**src/rtl/mul_div_ctrl_seq_pkg.sv**
```systemverilog
// Shared constants for the single-bus control sequencer: opcodes, IR field
// positions, state encoding and opcode classes.
package mul_div_ctrl_seq_pkg;

  localparam int OPW = 5;
  localparam int RSW = 4;

  // IR field MSB positions
  localparam int IR_OP_MSB = 31;
  localparam int IR_RA_MSB = 26;
  localparam int IR_RB_MSB = 22;
  localparam int IR_RC_MSB = 18;

  localparam logic [OPW-1:0] OP_ADD  = 5'b00011;
  localparam logic [OPW-1:0] OP_SUB  = 5'b00100;
  localparam logic [OPW-1:0] OP_AND  = 5'b00101;
  localparam logic [OPW-1:0] OP_OR   = 5'b00110;
  localparam logic [OPW-1:0] OP_MUL  = 5'b01111;
  localparam logic [OPW-1:0] OP_DIV  = 5'b10000;
  localparam logic [OPW-1:0] OP_HALT = 5'b11011;

  typedef enum logic [3:0] {
    S_T0   = 4'd0,
    S_T1   = 4'd1,
    S_T2   = 4'd2,
    S_T3   = 4'd3,
    S_T4   = 4'd4,
    S_T5   = 4'd5,
    S_T6   = 4'd6,
    S_T4W  = 4'd7,
    S_HALT = 4'd8
  } state_t;

  typedef enum logic [1:0] {
    CL_NOP    = 2'd0,
    CL_ALU    = 2'd1,
    CL_MULDIV = 2'd2,
    CL_HALT   = 2'd3
  } op_class_t;

  // Anything not recognised is treated as a NOP (fetch only).
  function automatic op_class_t classify(input logic [OPW-1:0] op);
    case (op)
      OP_ADD, OP_SUB, OP_AND, OP_OR: return CL_ALU;
      OP_MUL, OP_DIV:                return CL_MULDIV;
      OP_HALT:                       return CL_HALT;
      default:                       return CL_NOP;
    endcase
  endfunction

endpackage

```
**src/rtl/mul_div_ctrl_seq_if.sv**
```systemverilog
// Datapath-side bundle: IR/handshake inputs to the sequencer and the strobes
// it drives. master = sequencer, slave = datapath.
interface mul_div_ctrl_seq_if;
  import mul_div_ctrl_seq_pkg::*;

  logic [31:0]    ir;
  logic           mem_ready;
  logic           alu_done;

  logic           PCout, IncPC, PCin, MARin, Read, MDRin, MDRout, IRin;
  logic           Yin, Zin, Zlowout, Zhighout, LOin, HIin;
  logic           reg_out_en;
  logic [RSW-1:0] reg_out_sel;
  logic           reg_in_en;
  logic [RSW-1:0] reg_in_sel;
  logic [OPW-1:0] alu_op;
  logic           alu_start;
  logic           halted;

  modport master (
    input  ir, mem_ready, alu_done,
    output PCout, IncPC, PCin, MARin, Read, MDRin, MDRout, IRin,
           Yin, Zin, Zlowout, Zhighout, LOin, HIin,
           reg_out_en, reg_out_sel, reg_in_en, reg_in_sel,
           alu_op, alu_start, halted
  );

  modport slave (
    output ir, mem_ready, alu_done,
    input  PCout, IncPC, PCin, MARin, Read, MDRin, MDRout, IRin,
           Yin, Zin, Zlowout, Zhighout, LOin, HIin,
           reg_out_en, reg_out_sel, reg_in_en, reg_in_sel,
           alu_op, alu_start, halted
  );
endinterface

```
**src/rtl/mul_div_ctrl_seq_decode.sv**
```systemverilog
// IR field decode: opcode class and the three register selects.
module mul_div_ctrl_seq_decode
  import mul_div_ctrl_seq_pkg::*;
(
  input  logic [31:0]    ir,
  output op_class_t      cls,
  output logic [OPW-1:0] opcode,
  output logic [RSW-1:0] ra,
  output logic [RSW-1:0] rb,
  output logic [RSW-1:0] rc
);

  // Immediate/offset bits are not used by the supported instructions.
  logic unused_imm;
  assign unused_imm = ^ir[IR_RC_MSB-RSW:0];

  assign opcode = ir[IR_OP_MSB -: OPW];
  assign ra     = ir[IR_RA_MSB -: RSW];
  assign rb     = ir[IR_RB_MSB -: RSW];
  assign rc     = ir[IR_RC_MSB -: RSW];
  assign cls    = classify(opcode);

endmodule

```
**src/rtl/mul_div_ctrl_seq.sv**
```systemverilog
// Control sequencer for the single-bus datapath: one state per clock, Moore
// strobes decoded from the registered state. run_q keeps every output low
// while in reset and for the remainder of the release cycle; the first fetch
// (T0) is presented after the first clock edge following release.
module mul_div_ctrl_seq
  import mul_div_ctrl_seq_pkg::*;
(
  input  logic                 clk,
  input  logic                 reset,
  mul_div_ctrl_seq_if.master   bus
);

  state_t         state_q, state_d;
  logic           run_q;
  logic           t1_entry_q;
  op_class_t      cls;
  logic [OPW-1:0] opcode;
  logic [RSW-1:0] ra, rb, rc;

  mul_div_ctrl_seq_decode u_dec (
    .ir     (bus.ir),
    .cls    (cls),
    .opcode (opcode),
    .ra     (ra),
    .rb     (rb),
    .rc     (rc)
  );

  // State register; t1_entry_q marks the first T1 cycle so PCin pulses once
  // even if memory stalls.
  always_ff @(posedge clk or negedge reset) begin
    if (!reset) begin
      state_q    <= S_T0;
      run_q      <= 1'b0;
      t1_entry_q <= 1'b0;
    end else begin
      run_q      <= 1'b1;
      t1_entry_q <= run_q && (state_q == S_T0);
      if (run_q) state_q <= state_d;
    end
  end

  // Next-state and strobe decode.
  always_comb begin
    state_d          = state_q;
    bus.PCout        = 1'b0;
    bus.IncPC        = 1'b0;
    bus.PCin         = 1'b0;
    bus.MARin        = 1'b0;
    bus.Read         = 1'b0;
    bus.MDRin        = 1'b0;
    bus.MDRout       = 1'b0;
    bus.IRin         = 1'b0;
    bus.Yin          = 1'b0;
    bus.Zin          = 1'b0;
    bus.Zlowout      = 1'b0;
    bus.Zhighout     = 1'b0;
    bus.LOin         = 1'b0;
    bus.HIin         = 1'b0;
    bus.reg_out_en   = 1'b0;
    bus.reg_out_sel  = '0;
    bus.reg_in_en    = 1'b0;
    bus.reg_in_sel   = '0;
    bus.alu_op       = '0;
    bus.alu_start    = 1'b0;
    bus.halted       = 1'b0;

    if (run_q) begin
      case (state_q)
        S_T0: begin
          bus.PCout = 1'b1;
          bus.MARin = 1'b1;
          bus.IncPC = 1'b1;
          bus.Zin   = 1'b1;
          state_d   = S_T1;
        end
        S_T1: begin
          bus.Zlowout = 1'b1;
          bus.PCin    = t1_entry_q;
          bus.Read    = 1'b1;
          bus.MDRin   = 1'b1;
          if (bus.mem_ready) state_d = S_T2;
        end
        S_T2: begin
          bus.MDRout = 1'b1;
          bus.IRin   = 1'b1;
          state_d    = S_T3;
        end
        S_T3: begin
          case (cls)
            CL_ALU, CL_MULDIV: begin
              bus.reg_out_en  = 1'b1;
              bus.reg_out_sel = rb;
              bus.Yin         = 1'b1;
              state_d         = S_T4;
            end
            CL_HALT: state_d = S_HALT;
            default: state_d = S_T0;
          endcase
        end
        S_T4: begin
          bus.reg_out_en  = 1'b1;
          bus.reg_out_sel = rc;
          bus.alu_op      = opcode;
          bus.Zin         = 1'b1;
          if (cls == CL_MULDIV) begin
            bus.alu_start = 1'b1;
            state_d       = S_T4W;
          end else begin
            state_d       = S_T5;
          end
        end
        S_T4W: begin
          bus.alu_op = opcode;
          bus.Zin    = 1'b1;
          if (bus.alu_done) state_d = S_T5;
        end
        S_T5: begin
          bus.Zlowout = 1'b1;
          if (cls == CL_MULDIV) begin
            bus.LOin = 1'b1;
            state_d  = S_T6;
          end else begin
            bus.reg_in_en  = 1'b1;
            bus.reg_in_sel = ra;
            state_d        = S_T0;
          end
        end
        S_T6: begin
          bus.Zhighout = 1'b1;
          bus.HIin     = 1'b1;
          state_d      = S_T0;
        end
        S_HALT: begin
          bus.halted = 1'b1;
          state_d    = S_HALT;
        end
        default: state_d = S_T0;
      endcase
    end
  end

endmodule

```
**src/flat_wrapper.sv**
```systemverilog
// flat-port wrapper written by rule: the top's interface ports become plain ports
module mul_div_ctrl_seq_flat import mul_div_ctrl_seq_pkg::*;
  (clk, reset, bus_ir, bus_mem_ready, bus_alu_done, bus_PCout, bus_IncPC, bus_PCin, bus_MARin, bus_Read, bus_MDRin, bus_MDRout, bus_IRin, bus_Yin, bus_Zin, bus_Zlowout, bus_Zhighout, bus_LOin, bus_HIin, bus_reg_out_en, bus_reg_out_sel, bus_reg_in_en, bus_reg_in_sel, bus_alu_op, bus_alu_start, bus_halted);
  mul_div_ctrl_seq_if bus_i ();
  input  logic clk;
  input  logic reset;
  input wire logic [$bits(bus_i.ir)-1:0] bus_ir;
  input wire logic [$bits(bus_i.mem_ready)-1:0] bus_mem_ready;
  input wire logic [$bits(bus_i.alu_done)-1:0] bus_alu_done;
  output wire logic [$bits(bus_i.PCout)-1:0] bus_PCout;
  output wire logic [$bits(bus_i.IncPC)-1:0] bus_IncPC;
  output wire logic [$bits(bus_i.PCin)-1:0] bus_PCin;
  output wire logic [$bits(bus_i.MARin)-1:0] bus_MARin;
  output wire logic [$bits(bus_i.Read)-1:0] bus_Read;
  output wire logic [$bits(bus_i.MDRin)-1:0] bus_MDRin;
  output wire logic [$bits(bus_i.MDRout)-1:0] bus_MDRout;
  output wire logic [$bits(bus_i.IRin)-1:0] bus_IRin;
  output wire logic [$bits(bus_i.Yin)-1:0] bus_Yin;
  output wire logic [$bits(bus_i.Zin)-1:0] bus_Zin;
  output wire logic [$bits(bus_i.Zlowout)-1:0] bus_Zlowout;
  output wire logic [$bits(bus_i.Zhighout)-1:0] bus_Zhighout;
  output wire logic [$bits(bus_i.LOin)-1:0] bus_LOin;
  output wire logic [$bits(bus_i.HIin)-1:0] bus_HIin;
  output wire logic [$bits(bus_i.reg_out_en)-1:0] bus_reg_out_en;
  output wire logic [$bits(bus_i.reg_out_sel)-1:0] bus_reg_out_sel;
  output wire logic [$bits(bus_i.reg_in_en)-1:0] bus_reg_in_en;
  output wire logic [$bits(bus_i.reg_in_sel)-1:0] bus_reg_in_sel;
  output wire logic [$bits(bus_i.alu_op)-1:0] bus_alu_op;
  output wire logic [$bits(bus_i.alu_start)-1:0] bus_alu_start;
  output wire logic [$bits(bus_i.halted)-1:0] bus_halted;
  assign bus_i.ir = bus_ir;
  assign bus_i.mem_ready = bus_mem_ready;
  assign bus_i.alu_done = bus_alu_done;
  assign bus_PCout = bus_i.PCout;
  assign bus_IncPC = bus_i.IncPC;
  assign bus_PCin = bus_i.PCin;
  assign bus_MARin = bus_i.MARin;
  assign bus_Read = bus_i.Read;
  assign bus_MDRin = bus_i.MDRin;
  assign bus_MDRout = bus_i.MDRout;
  assign bus_IRin = bus_i.IRin;
  assign bus_Yin = bus_i.Yin;
  assign bus_Zin = bus_i.Zin;
  assign bus_Zlowout = bus_i.Zlowout;
  assign bus_Zhighout = bus_i.Zhighout;
  assign bus_LOin = bus_i.LOin;
  assign bus_HIin = bus_i.HIin;
  assign bus_reg_out_en = bus_i.reg_out_en;
  assign bus_reg_out_sel = bus_i.reg_out_sel;
  assign bus_reg_in_en = bus_i.reg_in_en;
  assign bus_reg_in_sel = bus_i.reg_in_sel;
  assign bus_alu_op = bus_i.alu_op;
  assign bus_alu_start = bus_i.alu_start;
  assign bus_halted = bus_i.halted;
  mul_div_ctrl_seq u_core (.clk(clk), .reset(reset), .bus(bus_i));
endmodule
```
**config.mk**
```make
export PLATFORM = sky130hd
export DESIGN_NAME = mul_div_ctrl_seq_flat
export DESIGN_NICKNAME = d
export VERILOG_FILES = /design/src/rtl/mul_div_ctrl_seq_pkg.sv /design/src/rtl/mul_div_ctrl_seq_if.sv /design/src/rtl/mul_div_ctrl_seq_decode.sv /design/src/rtl/mul_div_ctrl_seq.sv /design/src/flat_wrapper.sv
export SDC_FILE = /design/constraint.sdc
export NUM_CORES = 1
export LEC_CHECK = 0
export ABC_AREA = 1
export BUFFER_PORTS_ARGS = -buffer_cell sky130_fd_sc_hd__buf_2
export CAP_MARGIN = 20
export CORE_ASPECT_RATIO = 0.8
export CORE_UTILIZATION = 38
export CTS_BUF_LIST = sky130_fd_sc_hd__clkbuf_8
export DETAILED_ROUTE_END_ITERATION = 8
export GPL_TIMING_DRIVEN = 1
export PLACE_DENSITY = 0.89
export SYNTH_ARGS = -nofsm -noshare
export SYNTH_HDL_FRONTEND = slang
export SYNTH_SLANG_ARGS = --single-unit
```
**constraint.sdc**
```tcl
create_clock -name clk -period 1.4 [get_ports clk]
set_clock_uncertainty 0.05 [all_clocks]
set_input_delay 0.14 -clock clk [delete_from_list [all_inputs] [get_ports clk]]
set_output_delay 0.14 -clock clk [all_outputs]
set_load 0.02 [all_outputs]
```
==> results of run 1 <==
[synthesized netlist by cell type]
library cell  count  share of area (%)
nand3_2           1                1.4
o211ai_1          1                1.0
inv_1            17                8.9
o21ai_2           1                1.2
buf_1             1               0.52
dfrtp_1           6                 21
nand2_1          32                 17
nor2_4            3                4.7
a21oi_1           5                3.5
o21ai_0           1               0.70
nor3_1            3                2.1
ha_1              2                3.5
nor2_1           22                 12
o21a_1            1                1.0
xor2_1            1                1.2
nand3b_1          1                1.0
buf_4             5                5.2
nand3_1           6                4.2
nand2_2           3                2.6
nor3_2            1                1.4
or2_4             1                1.2
nand4_1           3                2.6
inv_2             4                2.1
conb_1            1               0.52
[what timing repair did]
item,in CTS
buffers inserted,16
endpoints found under the setup margin,31
hold buffers,1
hold endpoints to repair,6
gates resized for setup,96
pin swaps,24
[cells by family after synthesis]
kind of cell | Yosys count
AND/OR/NAND/NOR | 76
AO/OA/AOI/OAI | 9
buffers and inverters | 27
other | 1
flip-flops | 6
XOR/XNOR | 1
adder cells (fa/ha/maj) | 2
[stage by stage]
| step | TNS [ns] | hold WS [ns] | utilization [%] |
|---|---|---|---|
| 4_1_cts | -4.92 | 0.221 | 96.4 |
| 3_5_place_dp | -2.64 | -0.0824 | 68.4 |
| 3_3_place_gp | -1.68 | -0.0865 | 68.4 |
| 2_1_floorplan | -0.548 | -0.206 | - |
==> run_results.csv, run 1 <==
group,metric,value,unit
run_status,status,"aborted with a tool error",
run_status,stop_stage,"global routing (5_1_grt)",
run_status,stop_error,"[ERROR DPL-0038] Utilization greater than 100%, impossible to legalize",
placed_design,post-place-ws,-0.248,ns
die,die_h,40.9,um
logic_synthesis,synth_fa_ha_area_share,3.49,%
clocking,root_buffer,"clkbuf_8",
placed_design,dp.cells,207,
die,rows,13,
logic_synthesis,synth-compound-area-share,7.50,%
logic_synthesis,syn_area,717,um^2
placed_design,placed_area,1160,um^2
timing,worst_endpoint,"bus_reg_in_sel[0]",
logic_synthesis,synth_simple_gate_area_share,49.6,%
logic_synthesis,yosysSeqAreaShare,20.9,%
logic_synthesis,synth_area_per_cell,5.88,um^2
global_route,grt_max_degree,10,
logic_synthesis,synth_xor_area_share,1.22,%
logic_synthesis,synth_nets,160,
placed_design,io_buffers,51,
die,initial_core_util,42.4,%
clocking,clkSinkCount,6,
die,die_w,50.6,um
logic_synthesis,ys.warnings.count,0,
clocking,cts_buffers,3,
logic_synthesis,muxShareOfSynthArea,0,%
placed_design,gp_congestion,0.955,
clocking,cts_htree_levels,1,
logic_synthesis,syn_inst,122,
die,io_pins,67,
logic_synthesis,synth_cell_type_count,24,
placed_design,hpwl,2120,um
timing,worst-ep-kind,"primary output",
logic_synthesis,synth_top_family_by_area,"simple AND/OR/NAND/NOR gates",
clocking,cts_buffer_depth,2,
logic_synthesis,synth_seq_cells,6,
==> run 2: changes to the inputs <==
- CORE_AREA: default -> 2 2 63 65
- CORE_ASPECT_RATIO: 0.8 -> default
- CORE_UTILIZATION: 38 -> default
- CTS_BUF_LIST: sky130_fd_sc_hd__clkbuf_8 -> default
- DIE_AREA: default -> 0 0 65 67
- PLACE_DENSITY: 0.89 -> default
- PLACE_DENSITY_LB_ADDON: default -> 0.15
==> run 2 against run 1 <==
  * The flow now finishes, with violations (negative setup slack)
  * Synthesized cell count unchanged
  * Synthesized area did not move
==> run_results.csv, run 2 <==
group,metric,value,unit
run_status,status,"complete, but fails checks",
run_status,violations,"negative setup slack",
logic_synthesis,synth_top_flop_cell,"dfrtp_1",
final_layout,nets,251,
setup_path,endpoint_kind,"primary output",
routing,ant_nets,0,
timing,finalCritPeriodShare,119,%
clocking,clkSinkCount,6,
logic_synthesis,yosys.area.top_type,"dfrtp_1",
setup_path,path_class,"flip-flop to primary output",
run,maxCapViolations,0,
logic_synthesis,ys_top_cells_by_count,"32 x nand2_1, 22 x nor2_1, 17 x inv_1",
setup_path,startpoint_type,"flip-flop",
logic_synthesis,synth_nets,160,
die,die_w,65,um
clocking,root_buffer,"clkbuf_8",
clocking,cts_tree,"built",
logic_synthesis,synth_seq_cells,6,
logic_synthesis,syn_inst,122,
placed_design,gp_congestion,0.848,
timing,setup_slack,-0.260,ns
logic_synthesis,synth.most_common_cell,"nand2_1",
routing,drc,0,
final_layout,area_growth,160,%
routing,finalWirelength,2890,um
die,die_area,4360,um^2
power,ir_drop,0.933,mV
routing,wl_per_cell,11.1,um
logic_synthesis,ys_async_sr_fraction,100,%
logic_synthesis,synth_cell_type_count,24,
final_layout,top_regs,"u_core.state_q: 4 flops, u_core.run_q: 1 flops, u_core.t1_entry_q: 1 flops",
clocking,cts_buffer_depth,2,
timing,min_period,1.66,ns
setup_path,critPathRequiredTime,1.21,ns
routing,drt_pass1_iterations,4,
placed_design,io_buffers,51,
setup_path,worstPathMaxFanout,5,
timing,setup_violations,31,
final_layout,final_common_cell,"buf_6",
global_route,grt_max_degree,12,
final_layout,top_register,"u_core.state_q",
setup_path,crit-reg2reg-launch,"u_core.state_q[3]",
setup_path,rrSetupSlack,0.03,ns
global_route,grt_overflow,0,
final_layout,final_cell_mix,"40 x buf_6, 34 x buf_4, 20 x nand2_1",
setup_path,crit_start,"u_core.state_q[0]",
clocking,clkTransAtPathRegs,0.04,ns
die,initial_core_util,19.9,%
power,p_leak,0.901,nW
power,power_density,1200,nW/um^2
final_layout,largest_register_ffs,4,
setup_path,cp_data_arrival_time,1.47,ns
final_layout,final_layout_size_suffix_gt1_share,77.3,%
die,die_h,67,um
placed_design,hpwl,2100,um
die,rows,22,
clocking,cts_buffers,3,
logic_synthesis,synth_top_area_share,20.9,%
logic_synthesis,yosysSeqAreaShare,20.9,%
logic_synthesis,yosys-top-cells-area,"dfrtp_1 21%, nand2_1 17%, nor2_1 12%",
power,total_power,2.23,mW
die,core,3610,um^2
logic_synthesis,ys.warnings.count,0,
routing,vias_per_cell,4.16,
die,io_pins,67,
logic_synthesis,synth_edf_count,0,
logic_synthesis,synth_area_per_cell,5.88,um^2
final_layout,fin_util,51.7,%
routing,drtIter0Drc,8,
routing,via_count,1078,
timing,grt_setup_unrepaired,"true",
clocking,insertion_delay,0.22,ns
global_route,grt_pass1_wl,4240,um
timing,hold_viol,0,
clocking,cts_htree_levels,1,
timing,drv_slew,0,
global_route,antenna_found_initial,0,
hold_path,min_path_type,"input port to asynchronous set/reset pin",
timing,fmaxAchievable,0.602,GHz
global_route,grt_usage,12.3,%
logic_synthesis,syn_area,717,um^2
global_route,grt_pass1_vias,979,
final_layout,diodes,0,
placed_design,post-place-ws,-0.224,ns
[run 2: cell counts after synthesis]
No cell type changed its count.
[run 2: metal layers]
| layer | GRT usage (%) | vias to the layer above | wire length [um] |
|---|---|---|---|
| met5 | 0 | - | 0 |
| met4 | 2.93 | 0 | 10 |
| met3 | 1.52 | 2 | 67 |
| met2 | 23.3 | 21 | 1650 |
| met1 | 14.5 | 501 | 1160 |
| li1 | - | 554 | - |
[run 2: kinds of logic after synthesis]
| family | Yosys count | synth area share, % |
|---|---|---|
| and+or+nand+nor | 76 | 49.6 |
| buffers and inverters | 27 | 16.8 |
| AOI/OAI and AO/OA | 9 | 7.50 |
| DFF | 6 | 20.9 |
| adders and majority gates | 2 | 3.49 |
| xor gates and xnor gates | 1 | 1.22 |
| other | 1 | 0.523 |
[run 2: worst paths after layout]
| kind | endpoint | depth (start not counted) |
|---|---|---|
| max reg2reg | u_core.state_q[1] | 10 |
| min reg2reg | u_core.state_q[3] | 2 |
| max | bus_alu_op[3] | 5 |
| min | u_core.state_q[0] | 2 |
| min in group clk | u_core.state_q[3] | 6 |
| max in group asynchronous | u_core.state_q[3] | 2 |
[run 2: power by group]
part	internal [mW]	total (mW)	switching (mW)
sequential	0.229	0.324	0.0946
clock	0.184	0.251	0.0671
combinational	0.811	1.65	0.841
[run 2: per-stage QoR]
step,instance area (um^2),instances,setup TNS (ns),hold slack [ns]
5_1_grt,1860,259,-7.78,0.231
3_3_place_gp,1200,235,-2.72,-0.0817
6_report,1860,259,-5.36,0.221
2_1_floorplan,781,122,-0.548,-0.206
3_5_place_dp,1200,235,-2.83,-0.0786
4_1_cts,1590,249,-4.35,0.219
[run 2: final cells by class]
| type | instances | area (um^2) |
|---|---|---|
| fillers | 344 | 1740 |
| repair buffers | 92 | 811 |
| multi-input cells | 89 | 704 |
| flip-flops and latches | 6 | 155 |
| inverters | 21 | 91.3 |
| well taps | 48 | 60.1 |
| clock buffers | 3 | 41.3 |
[run 2: what timing repair did]
item | 4_1_cts | 5_1_grt
hold endpoints to repair | 6 | 0
endpoints found under the setup margin | 31 | 35
pin swaps | 13 | 19
gates resized for setup | 85 | 54
hold buffers | 1 | 0
setup buffers | 10 | 11
[run 2: critical path: stages, from the launching register on]
cell and delay [ns]:
dfrtp_2 0.46, nor2_4 0.17, o21ai_2 0.07, or2_4 0.32
nor2_4 0.10, buf_6 0.12
(Power assumes the default switching activity.)
==> run 3: changes to the inputs <==
- CELL_PAD_IN_SITES_DETAIL_PLACEMENT: default -> 1
- CELL_PAD_IN_SITES_GLOBAL_PLACEMENT: default -> 1
==> run 3 against run 2 <==
  * Fmax is 1.1% lower
  * Cell count increased by 0.39%
  * Via count grew 2.8%
  * Wire length grew 24%
  * The run still ends with negative setup slack left
==> run_results.csv, run 3 (synthesized netlist as in run 2, its figures left out) <==
group,metric,value,unit
timing,hold_viol,0,
final_layout,top_register,"u_core.state_q",
routing,met1_length,1410,um
clocking,cts_buffers,3,
timing,setup_violations,35,
final_layout,instances_no_fill,260,
run_status,status,"complete, but fails checks",
power,power_density,1210,nW/um^2
placed_design,dp.cells,239,
power,total_power,2.25,mW
routing,top_layer,"met4",
final_layout,diodes,0,
timing,setup_slack,-0.278,ns
run_status,violations,"negative setup slack",
timing,drv_slew,0,
global_route,grt_usage,16.7,%
clocking,root_buffer,"clkbuf_8",
routing,via_count,1108,
final_layout,nets,252,
final_layout,final_common_cell,"buf_4",
placed_design,placed_area,1230,um^2
clocking,clkTransAtPathRegs,0.03,ns
placed_design,hpwl,2470,um
final_layout,largest_register_ffs,4,
routing,drc,0,
routing,drtIter0Drc,12,
die,core,3610,um^2
setup_path,cp_slowest_cell,"dfrtp_2",
power,p_leak,0.911,nW
setup_path,endpoint_kind,"primary output",
clocking,cts_tree,"built",
power,ir_drop,0.841,mV
routing,finalWirelength,3590,um
final_layout,final_layout_size_suffix_gt1_share,76.9,%
global_route,grt_pass1_wl,5670,um
final_layout,top_regs,"u_core.state_q: 4 flops, u_core.run_q: 1 flops, u_core.t1_entry_q: 1 flops",
global_route,antenna_found_initial,0,
global_route,grt_max_degree,7,
routing,vias_per_cell,4.26,
setup_path,path_class,"flip-flop to primary output",
die,initial_core_util,19.9,%
timing,whs,0.218,ns
final_layout,fin_area,1860,um^2
die,rows,22,
placed_design,io_buffers,51,
run,maxCapViolations,0,
clocking,clkSinkCount,6,
global_route,grt_pass1_vias,1229,
setup_path,critPathRequiredTime,1.21,ns
die,die_w,65,um
timing,fin_tns_setup,-6.33,ns
clocking,cts_htree_levels,1,
global_route,grt_overflow,0,
setup_path,critical-path-max-stage-delay,0.45,ns
die,die_area,4360,um^2
setup_path,cp_data_arrival_time,1.49,ns
routing,wl_per_cell,13.8,um
placed_design,gp_congestion,0.755,
final_layout,final_cell_mix,"38 x buf_4, 35 x buf_6, 20 x nand2_1",
clocking,cts_buffer_depth,2,
final_layout,area_growth,159,%
routing,ant_nets,0,
hold_path,min_path_type,"input port to asynchronous set/reset pin",
die,io_pins,67,
timing,min_period,1.68,ns
setup_path,startpoint_type,"flip-flop",
timing,finalCritPeriodShare,120,%
routing,wl_met3,198,um
timing,grt_setup_unrepaired,"true",
setup_path,path_cells,"nor2_4 > o21ai_2 > or2_4 > nor2_2 > buf_6",
timing,fmaxAchievable,0.596,GHz
setup_path,worstPathMaxFanout,5,
routing,wl_met2,1930,um
die,die_h,67,um
clocking,insertion_delay,0.22,ns
routing,drt_pass1_iterations,4,
-- run 3: changes by cell type in the layout (fill, tap and decap cells not counted), moves of 2 or more --
cell	previous run	this run
nand2_4	3	5
buf_4	34	38
inv_1	6	8
buf_8	1	3
buf_6	40	35
-- run 3: cell type report --
cell class / count / area (um^2)
Clock buffer: 3 / 41.3
Fill cell: 438 / 1750
Inverter: 21 / 88.8
Multi-Input combinational cell: 89 / 699
Sequential cell: 6 / 155
Tap cell: 48 / 60.1
Timing Repair Buffer: 93 / 815
-- run 3: path summary, 6_finish.rpt --
kind | slack (ns) | endpoint | depth (start not counted) | from
setup reg to reg | -0.14 | u_core.state_q[1] | 10 | u_core.state_q[2]
hold reg to reg | 0.56 | u_core.state_q[1] | 2 | u_core.state_q[1]
min in group clk | 0.41 | u_core.state_q[1] | 6 | bus_alu_done
setup / recovery | -0.28 | bus_alu_op[0] | 5 | u_core.state_q[1]
max in group asynchronous | 0.93 | u_core.state_q[3] | 2 | reset
hold / removal | 0.22 | u_core.t1_entry_q | 2 | reset
-- run 3: power breakdown --
group          total, mW  internal [mW]  leakage [nW]  switching, mW
sequential         0.310          0.229        0.0721         0.0806
combinational       1.68          0.795         0.817          0.888
clock              0.257          0.184        0.0216         0.0724
total               2.25           1.21         0.911           1.04
-- run 3: worst max-delay path: cells and delay by family, from the launching register on --
| family | cells | cell delay, ns |
|---|---|---|
| buf+inv | 1 | 0.12 |
| flops | 1 | 0.45 |
| compound gates | 1 | 0.09 |
| simple gates | 3 | 0.60 |
-- run 3: timing repair --
item | 4_1_cts | 5_1_grt
endpoints found under the setup margin | 35 | 35
hold buffers | 1 | 0
pin swaps | 17 | 20
hold endpoints to repair | 6 | 0
gates resized for setup | 93 | 42
buffers inserted | 10 | 9
-- run 3: metrics by stage --
stage                     util (%)  setup WS [ns]
after floorplan                  -         -0.116
after global placement        34.2         -0.207
after detailed placement      34.2         -0.250
after CTS                     45.9         -0.222
after global routing          51.6         -0.358
final                         51.6         -0.278
-- run 3: per-layer routing --
layer / GRT usage (%) / vias up
met5: 0 / -
met2: 33.1 / 41
met3: 2.36 / 6
li1: - / 555
met1: 18.9 / 506
met4: 3.19 / 0
==> run 4: changes to the inputs <==
==> constraint.sdc (replaced) <==
create_clock -name clk -period 1.4 [get_ports clk]
set_clock_uncertainty 0.05 [all_clocks]
set_input_delay 0.07 -clock clk [delete_from_list [all_inputs] [get_ports clk]]
set_output_delay 0.07 -clock clk [all_outputs]
set_load 0.02 [all_outputs]
==> run 4 against run 3 <==
  * The run still ends with negative setup slack left
  * Wire length is 9.1% lower
  * Utilization is 4.9 points lower
  * Global-route usage down 1.7 points
  * Critical path depth up 1
  * First-iteration DRC count decreased by 25%
  * Sequential cell count is the same
  * Hold slack worse by 0.068 ns
  * Via count decreased by 3.4%
  * Clock power about the same
==> run_results.csv, run 4 (synthesized netlist as in run 2, its figures left out) <==
group,metric,value,unit
final_layout,area_growth,135,%
final_layout,top_regs,"u_core.state_q: 4 flops, u_core.run_q: 1 flops, u_core.t1_entry_q: 1 flops",
final_layout,top_register,"u_core.state_q",
die,die_area,4360,um^2
setup_path,critPathRequiredTime,1.28,ns
placed_design,dp.cells,227,
timing,hold_viol,0,
die,die_w,65,um
die,initial_core_util,19.9,%
die,rows,22,
routing,wl_per_cell,13.2,um
setup_path,reg2reg_depth,7,
routing,drt_pass1_iterations,4,
routing,finalWirelength,3260,um
die,core,3610,um^2
timing,setup_violations,24,
setup_path,rr_endpoint,"u_core.state_q[3]",
timing,grt_setup_unrepaired,"true",
final_layout,instances_no_fill,247,
setup_path,crit-reg2reg-launch,"u_core.state_q[1]",
timing,setup_slack,-0.175,ns
setup_path,endpoint_kind,"primary output",
clocking,cts_tree,"built",
clocking,cts_htree_levels,1,
setup_path,worstPathMaxFanout,6,
setup_path,startpoint_type,"flip-flop",
global_route,grt_usage,15.0,%
global_route,grt_overflow,0,
global_route,antenna_found_initial,0,
routing,ant_nets,0,
setup_path,cp_data_arrival_time,1.45,ns
clocking,clkSinkCount,6,
clocking,insertion_delay,0.22,ns
placed_design,hpwl,2320,um
setup_path,path_buf_inv,2,
power,total_power,2.07,mW
placed_design,io_buffers,51,
clocking,root_buffer,"clkbuf_8",
final_layout,final_layout_size_suffix_gt1_share,77.4,%
final_layout,nets,239,
final_layout,diodes,0,
placed_design,gp_congestion,0.757,
power,power_density,1230,nW/um^2
setup_path,cp_slowest_cell,"dfrtp_2",
hold_path,min_path_type,"input port to asynchronous set/reset pin",
die,die_h,67,um
setup_path,crit_path_end,"bus_reg_out_sel[3]",
global_route,grt_pass1_vias,1081,
setup_path,path_class,"flip-flop to primary output",
clocking,cts_buffer_depth,2,
run_status,violations,"negative setup slack",
final_layout,final_common_cell,"buf_4",
routing,vias_per_cell,4.33,
run,maxCapViolations,0,
timing,finalCritPeriodShare,112,%
routing,drtIter0Drc,9,
placed_design,post-place-ws,-0.169,ns
run_status,status,"complete, but fails checks",
timing,min_period,1.57,ns
timing,fmaxAchievable,0.635,GHz
routing,drc,0,
setup_path,critical-path-max-stage-delay,0.44,ns
final_layout,largest_register_ffs,4,
setup_path,crit_start,"u_core.state_q[3]",
clocking,clkTransAtPathRegs,0.04,ns
clocking,cts_buffers,3,
setup_path,rrSetupSlack,0.02,ns
global_route,grt_pass1_wl,5090,um
timing,fin_tns_setup,-2.85,ns
setup_path,path_cells,"inv_2 > nand2_2 > nor2_4 > nand2_1 > a21oi_1 > buf_4",
final_layout,final_cell_mix,"35 x buf_4, 27 x buf_6, 18 x nand2_1",
setup_path,worst-path-stages,6,
routing,via_count,1070,
timing,drv_slew,0,
setup_path,path_delay_family,"flip-flops",
die,io_pins,67,
power,ir_drop,0.793,mV
global_route,grt_max_degree,7,
power,p_leak,0.837,nW
-- run 4: cell types whose count changed in the layout (fill, tap and decap cells not counted), moves of 2 or more --
cell	before	now
inv_2	10	12
nand2_2	10	12
buf_8	3	0
nor2_2	4	11
nor2_4	17	10
nand2_1	20	18
buf_6	35	27
buf_4	38	35
inv_1	8	6
nand3_1	4	2
nand3_2	2	4
-- run 4: power breakdown --
part	internal, mW	switching, mW
clock	0.184	0.0710
sequential	0.229	0.0765
combinational	0.688	0.822
-- run 4: metal layers --
layer	wire [um]	vias up	GRT usage, %	share of wire (%)
met5	0	-	0	0
met4	29	0	3.99	0.89
met1	1330	500	17.8	41
met2	1720	37	28.0	53
li1	-	528	-	-
met3	183	5	2.36	5.6
-- run 4: timing repair --
action / in CTS / in global routing
hold buffers: 1 / 0
endpoints found under the hold margin: 6 / 0
pin swaps: 14 / 17
setup buffers: 9 / 7
resized for setup: 67 / 63
setup endpoints to repair: 31 / 35
-- run 4: area by class of cell --
cell class | instances | area [um^2]
Multi-Input combinational cell | 89 | 661
Inverter | 21 | 88.8
Sequential cell | 6 | 155
Tap cell | 48 | 60.1
Timing Repair Buffer | 80 | 677
Fill cell | 429 | 1920
Clock buffer | 3 | 41.3
-- run 4: worst register-to-register path, delay by kind of cell (launching register included) --
family / cells / cell delay, ns
buf+inv: 2 / 0.28
flops: 1 / 0.45
simple gates: 5 / 0.52
-- run 4: worst min-delay path by stage --
stage / to / cells after the start
finish: u_core.t1_entry_q / 2
global route: u_core.state_q[1] / 2
CTS: u_core.t1_entry_q / 2
detailed placement: u_core.state_q[1] / 1
global placement: u_core.state_q[1] / 1
floorplan: u_core.run_q / 0
-- run 4: stage by stage --
step	utilization, %	hold WS, ns	instance area [um^2]
floorplan	-	-0.276	741
global placement	31.0	-0.149	1120
detailed placement	31.0	-0.147	1120
CTS	39.3	0.153	1420
global route	46.7	0.163	1680
finish	46.7	0.149	1680
